==> src/rtl/keypad_debounce_history_pkg.sv <==
// Shared types for the keypad debounce/history block.
// Holds the FSM state encoding and the default key-code width.
package keypad_pkg;

    // Debounce FSM states
    typedef enum logic [1:0] {
        IDLE         = 2'd0,
        PRESS_WAIT   = 2'd1,
        HELD         = 2'd2,
        RELEASE_WAIT = 2'd3
    } kstate_t;

    // Default key-code width used by the scanner interface
    localparam int KEY_W_DEFAULT = 4;

    // Key code at the default width
    typedef logic [KEY_W_DEFAULT-1:0] key_t;

endpackage : keypad_pkg

==> src/rtl/keypad_debounce_history_timer.sv <==
// Saturating stable-sample counter shared by debounce and auto-repeat.
//   clear=1, en=1 : count loads 1 (first stable sample already seen)
//   clear=1, en=0 : count loads 0
//   clear=0, en=1 : count increments, holding at N-1
// done is high while the count equals N-1, so the owner acts on the
// N-th enabled edge and the count never exceeds N-1.
module debounce_timer
    import keypad_pkg::*;
#(
    parameter int N = 2
) (
    input  logic clk,
    input  logic reset,
    input  logic clear,
    input  logic en,
    output logic done
);

    localparam int CW = $clog2(N + 1);

    logic [CW-1:0] cnt;

    // Count enabled cycles, restart on clear, saturate at N-1
    always_ff @(posedge clk or posedge reset) begin
        if (reset) begin
            cnt <= '0;
        end else if (clear) begin
            cnt <= en ? CW'(1) : '0;
        end else if (en && !done) begin
            cnt <= cnt + 1'b1;
        end
    end

    // Terminal-count flag
    always_comb begin
        done = (cnt == CW'(N - 1));
    end

endmodule : debounce_timer

==> src/rtl/keypad_debounce_history.sv <==
// Keypad debouncer with a shift-register history of confirmed keys.
// Sits between the keypad scanner and the seven-segment display driver.
// Both press and release must be stable for DEBOUNCE_CYCLES samples.
// Each confirmed press is shifted into hist at entry 0 (newest); the
// oldest entry falls off the top.
//
// Optional build macro KEYPAD_AUTO_REPEAT_EN: while a key stays held,
// the same code is recommitted every REPEAT_CYCLES cycles. Without the
// macro a held key commits exactly once and REPEAT_CYCLES is ignored.
module keypad_debounce_history
    import keypad_pkg::*;
#(
    parameter int KEY_W           = KEY_W_DEFAULT,
    parameter int DEPTH           = 2,
    parameter int DEBOUNCE_CYCLES = 20000,
    parameter int REPEAT_CYCLES   = 500000
) (
    input  logic                   clk,
    input  logic                   reset,
    input  logic                   pressed,
    input  logic [KEY_W-1:0]       key_in,
    output logic [DEPTH*KEY_W-1:0] hist,
    output logic                   key_valid,
    output logic                   busy
);

    // Reject parameterisations the datapath cannot honour
    if (DEPTH < 1 || DEBOUNCE_CYCLES < 2 || REPEAT_CYCLES < 1) begin : g_param_err
        $error("keypad_debounce_history: DEPTH>=1, DEBOUNCE_CYCLES>=2, REPEAT_CYCLES>=1 required");
    end

    kstate_t              state;
    logic [KEY_W-1:0]     cand;
    logic                 same_key;
    logic                 deb_clear;
    logic                 deb_en;
    logic                 deb_done;
    logic                 rep_fire;
    logic [DEPTH*KEY_W-1:0] hist_shift;

    // Candidate comparison: a code change during PRESS_WAIT restarts the count
    always_comb begin
        same_key = (key_in == cand);
    end

    // Next history value: everything moves up one entry, cand lands in entry 0.
    // With DEPTH=1 the shift discards the old entry entirely.
    always_comb begin
        hist_shift               = hist << KEY_W;
        hist_shift[KEY_W-1:0]    = cand;
    end

    // Debounce counter control, mirroring the FSM transitions below
    always_comb begin
        deb_clear = 1'b1;
        deb_en    = 1'b0;
        case (state)
            IDLE: begin
                // First pressed sample counts as sample 1
                deb_en = pressed;
            end
            PRESS_WAIT: begin
                if (!pressed) begin
                    deb_en = 1'b0;
                end else if (!same_key) begin
                    deb_en = 1'b1;
                end else if (!deb_done) begin
                    deb_clear = 1'b0;
                    deb_en    = 1'b1;
                end
            end
            HELD: begin
                // First released sample counts as sample 1
                deb_en = !pressed;
            end
            RELEASE_WAIT: begin
                if (!pressed) begin
                    if (!deb_done) begin
                        deb_clear = 1'b0;
                        deb_en    = 1'b1;
                    end
                end
            end
            default: begin
                deb_en = 1'b0;
            end
        endcase
    end

    debounce_timer #(
        .N (DEBOUNCE_CYCLES)
    ) u_deb_timer (
        .clk   (clk),
        .reset (reset),
        .clear (deb_clear),
        .en    (deb_en),
        .done  (deb_done)
    );

`ifdef KEYPAD_AUTO_REPEAT_EN
    logic rep_active;
    logic rep_clear;
    logic rep_en;
    logic rep_done;

    // Repeat counter runs only while the key is held; it restarts after each
    // recommit and whenever the FSM leaves HELD.
    always_comb begin
        rep_active = (state == HELD) && pressed;
        rep_fire   = rep_active && rep_done;
        rep_clear  = !rep_active || rep_done;
        rep_en     = rep_active && !rep_done;
    end

    debounce_timer #(
        .N (REPEAT_CYCLES)
    ) u_rep_timer (
        .clk   (clk),
        .reset (reset),
        .clear (rep_clear),
        .en    (rep_en),
        .done  (rep_done)
    );
`else
    // Held keys never recommit
    always_comb begin
        rep_fire = 1'b0;
    end
`endif

    // Debounce FSM with registered history, pulse and busy outputs
    always_ff @(posedge clk or posedge reset) begin
        if (reset) begin
            state     <= IDLE;
            cand      <= '0;
            hist      <= '0;
            key_valid <= 1'b0;
            busy      <= 1'b0;
        end else begin
            key_valid <= 1'b0;
            case (state)
                IDLE: begin
                    if (pressed) begin
                        state <= PRESS_WAIT;
                        busy  <= 1'b1;
                        cand  <= key_in;
                    end
                end
                PRESS_WAIT: begin
                    if (!pressed) begin
                        // Bounce: abandon the candidate, history untouched
                        state <= IDLE;
                        busy  <= 1'b0;
                    end else if (!same_key) begin
                        cand <= key_in;
                    end else if (deb_done) begin
                        hist      <= hist_shift;
                        key_valid <= 1'b1;
                        state     <= HELD;
                    end
                end
                HELD: begin
                    // Code changes while held are ignored; a new key needs a release
                    if (!pressed) begin
                        state <= RELEASE_WAIT;
                    end else if (rep_fire) begin
                        hist      <= hist_shift;
                        key_valid <= 1'b1;
                    end
                end
                RELEASE_WAIT: begin
                    if (pressed) begin
                        // Release bounce: back to HELD without a new commit
                        state <= HELD;
                    end else if (deb_done) begin
                        state <= IDLE;
                        busy  <= 1'b0;
                    end
                end
                default: begin
                    state <= IDLE;
                    busy  <= 1'b0;
                end
            endcase
        end
    end

endmodule : keypad_debounce_history

==> config.mk <==
export PLATFORM = sky130hd
export DESIGN_NAME = keypad_debounce_history
export DESIGN_NICKNAME = d
export VERILOG_FILES = /design/src/rtl/keypad_debounce_history_pkg.sv /design/src/rtl/keypad_debounce_history_timer.sv /design/src/rtl/keypad_debounce_history.sv
export SDC_FILE = /design/constraint.sdc
export NUM_CORES = 1
export LEC_CHECK = 0
export CAP_MARGIN = 20
export CORE_ASPECT_RATIO = 1.1
export CORE_MARGIN = 4
export CORE_UTILIZATION = 45
export CTS_CLUSTER_DIAMETER = 30
export DETAILED_ROUTE_END_ITERATION = 8
export GPL_ROUTABILITY_DRIVEN = 0
export PLACE_DENSITY = 0.66
export SETUP_SLACK_MARGIN = 0.4
export SLEW_MARGIN = 0
export SYNTH_ARGS = -nofsm -noshare
export SYNTH_HDL_FRONTEND = slang
export SYNTH_HIERARCHICAL = 1
export SYNTH_SLANG_ARGS = --single-unit
==> constraint.sdc <==
create_clock -name clk -period 5.5 [get_ports clk]
set_input_delay 0.55 -clock clk [delete_from_list [all_inputs] [get_ports clk]]
set_output_delay 0.55 -clock clk [all_outputs]
set_load 0.005 [all_outputs]
==> run summary <==
final worst path period need - 3580 ps
total half-perimeter wirelength after legalization and detailed placement - 2.20 mm
remaining antenna violation count after routing - 0
via count of the first global-routing pass - 1,248
I/O pin cnt - 17
most frequent cells in the layout - sky130_fd_sc_hd__dfrtp_1 (31), sky130_fd_sc_hd__nand2_1 (20), sky130_fd_sc_hd__clkdlybuf4s50_1 (16)
Max Cap Viol - 0
tightest slew margin relative to the limit - 36.1%
CTS Hold Bufs - 0
Cell Area, Synth - 1560 um2
routed via count divided by cell count - 5.48
count of cells along the worst register-to-register path - 10
Synth cell types - 32
top cell type's share of synthesized area - 49.6%
clock latency at the later pin of the worst-skew pair - 330 ps
Critical R2R Capture - u_deb_timer/cnt[12]
Max clock buf depth - 2
leading post-synthesis cells by cell area - sky130_fd_sc_hd__dfrtp_1 (50%), sky130_fd_sc_hd__mux2_2 (5.8%), sky130_fd_sc_hd__nand2_1 (4.8%)
Min-Delay Path Depth - 1
Critical Path Source Type - flop
overflow left after global routing - 0
final worst path period share - 65.0%
deepest level of the CTS H-tree - 2
maximum fanout encountered on the critical timing path - 10
total number of clock tree sinks - 31
via total after detailed routing - 1,210
top cell type by total area after synthesis - sky130_fd_sc_hd__dfrtp_1
Mapped Cells - 153
clock tree from TritonCTS - yes
number of nets in the layout - 180
yosys warns - 6
final max-slew violation count - 0
diode count - 0
min-delay worst type - flop to flop
Arrival @ worst endpoint - 3840 ps
critical register-to-register path startpoint - u_deb_timer/cnt[0]
slack of the worst reg-to-reg path - 1920 ps
critical path type - flop to flop
total setup violations reported at the end of the flow - 0
final hold violation count - 0
total routing resource utilization after global routing - 16.0%
outcome - completed
worst supply voltage drop on vdd - 167 uV
number of flip-flops and latches in the synthesized netlist - 31
DRT iter0 DRCs - 49
RSZ-0062 raised after global routing - false
die footprint - 4480 um2
Leak - 0.778 nW
maximum clock rate - 280 MHz
Post-Route WL - 3.04 mm
Pwr Total - 0.420 mW
DRC - 0
die outline height - 69.8 um
Buffers on Ports - 16
filler cell count - 293
largest net degree at the start of global routing - 21
endpoint class of the critical path - flop
syn nets - 161
layout overhead on the synthesized area - 17.7%
power per unit of standard cell area - 229 nW/um2
Least-Margin Pin Slew - 948 ps
most frequent standard cell in the layout excluding fill and tap cells - sky130_fd_sc_hd__dfrtp_1
post-cts gate resize count - 0
die width - 64.2 um
clock transition at the registers of the reported paths - 100 ps
Req. time, crit path - 5760 ps
Worst Min Path Start - hist[6]
Sum Neg Setup Slack - 0 ps
Hold Path End - hist[6]
sequential cell area fraction in the yosys report - 49.6%
first-pass iteration count of the detailed router - 4
number of post-CTS setup repair buffers - 0
wire length of the first global-routing pass - 5.61 mm
Placeable Area - 3330 um2
mean instance size in the synthesized netlist - 10.2 um2
starting utilization of the core area - 46.9%
DR WL/cell - 13.8 um
total CTS buffers - 5
FP Rows - 22
share of cells above drive strength 1 - 12.7%
antenna violations before repair - 0
Clock Root Buffer - sky130_fd_sc_hd__clkbuf_4
Worst Skew - 14.5 ps
## report_power, final
part / total [mW] / internal [mW] / switching, mW
Combinational: 0.0296 / 0.0129 / 0.0167
Sequential: 0.238 / 0.233 / 0.00498
Clock: 0.153 / 0.0747 / 0.0783
Total: 0.420 / 0.320 / 0.100
## cells by family (layout without fill, tap and decap cells)
logic type,count (synthesis),in the layout,share of synthesized area [%]
compound gates,20,20,6.65
xor+xnor,9,9,5.04
fa+ha+maj,1,1,0.801
buf+inv,10,30,2.48
flops,31,31,49.6
mux,10,10,7.13
simple gates,72,72,28.3
## synth_stat cells, drive strengths merged
cell type	number
mux2	9
nor3	2
nand2b	3
or4b	2
xor2	1
o22a	1
a21oi	6
o21ai	13
mux2i	1
nor4	5
ha	1
nand3	4
buf	1
dfrtp	31
nand2	20
nor2b	6
nand4	8
xnor2	8
nand3b	2
clkbuf	3
or4	5
inv	6
nor4b	1
or3	4
nor2	10
## sequential cells by signal (all words and copies together), names as in the netlist, named ones only
name and cells:
u_deb_timer/cnt 15, hist 8, cand 4, busy 1, key_valid 1, state 1
## worst max-delay path, stage by stage, from the launching register on
cell	delay, ps
sky130_fd_sc_hd__dfrtp_1	440
sky130_fd_sc_hd__ha_1	280
sky130_fd_sc_hd__nand4_4	160
sky130_fd_sc_hd__nor4_1	100
sky130_fd_sc_hd__nand2_1	210
sky130_fd_sc_hd__nor2_1	110
sky130_fd_sc_hd__o21ai_0	750
sky130_fd_sc_hd__nand4_1	350
sky130_fd_sc_hd__or4_4	520
sky130_fd_sc_hd__or4_1	490
sky130_fd_sc_hd__nand2_1	90
## cell type report
| class | count | area [um2] | share of cell area (%) |
|---|---|---|---|
| Inverter | 6 | 22.5 | 1.22 |
| Tap cell | 48 | 60.1 | 3.27 |
| Sequential cell | 31 | 776 | 42.2 |
| Clock buffer | 7 | 65.1 | 3.54 |
| Timing Repair Buffer | 16 | 160 | 8.71 |
| Multi-Input combinational cell | 112 | 748 | 40.7 |
| Clock inverter | 1 | 7.51 | 0.408 |
## worst max-delay path by stage
stage,startpoint,end,cells past startpoint
after floorplan,u_deb_timer/cnt[0],u_deb_timer/cnt[12],11
after global placement,key_in[2],u_deb_timer/cnt[14],9
after detailed placement,key_in[0],u_deb_timer/cnt[12],9
after CTS,u_deb_timer/cnt[0],u_deb_timer/cnt[12],10
after global routing,u_deb_timer/cnt[0],u_deb_timer/cnt[12],10
final,u_deb_timer/cnt[0],u_deb_timer/cnt[12],10
## per-layer routing
layer	track usage, %	vias up	part of all wire, %
met3	4.38	9	4.7
met1	20.1	582	44
met2	25.5	37	49
met5	0	-	0
li1	-	582	-
met4	7.28	0	2.5
## per-stage QoR
step | instances | cell area (um2) | setup WS (ps) | hold slack [ps] | util [%]
floorplan | 153 | 1560 | 2840 | 451 | -
global placement | 213 | 1770 | 1990 | 488 | 53.0
detailed placement | 213 | 1770 | 1860 | 490 | 53.0
CTS | 221 | 1840 | 1920 | 519 | 55.2
global route | 221 | 1840 | 1490 | 549 | 55.2
finish | 221 | 1840 | 1920 | 515 | 55.2
(Power assumes the default switching activity.)
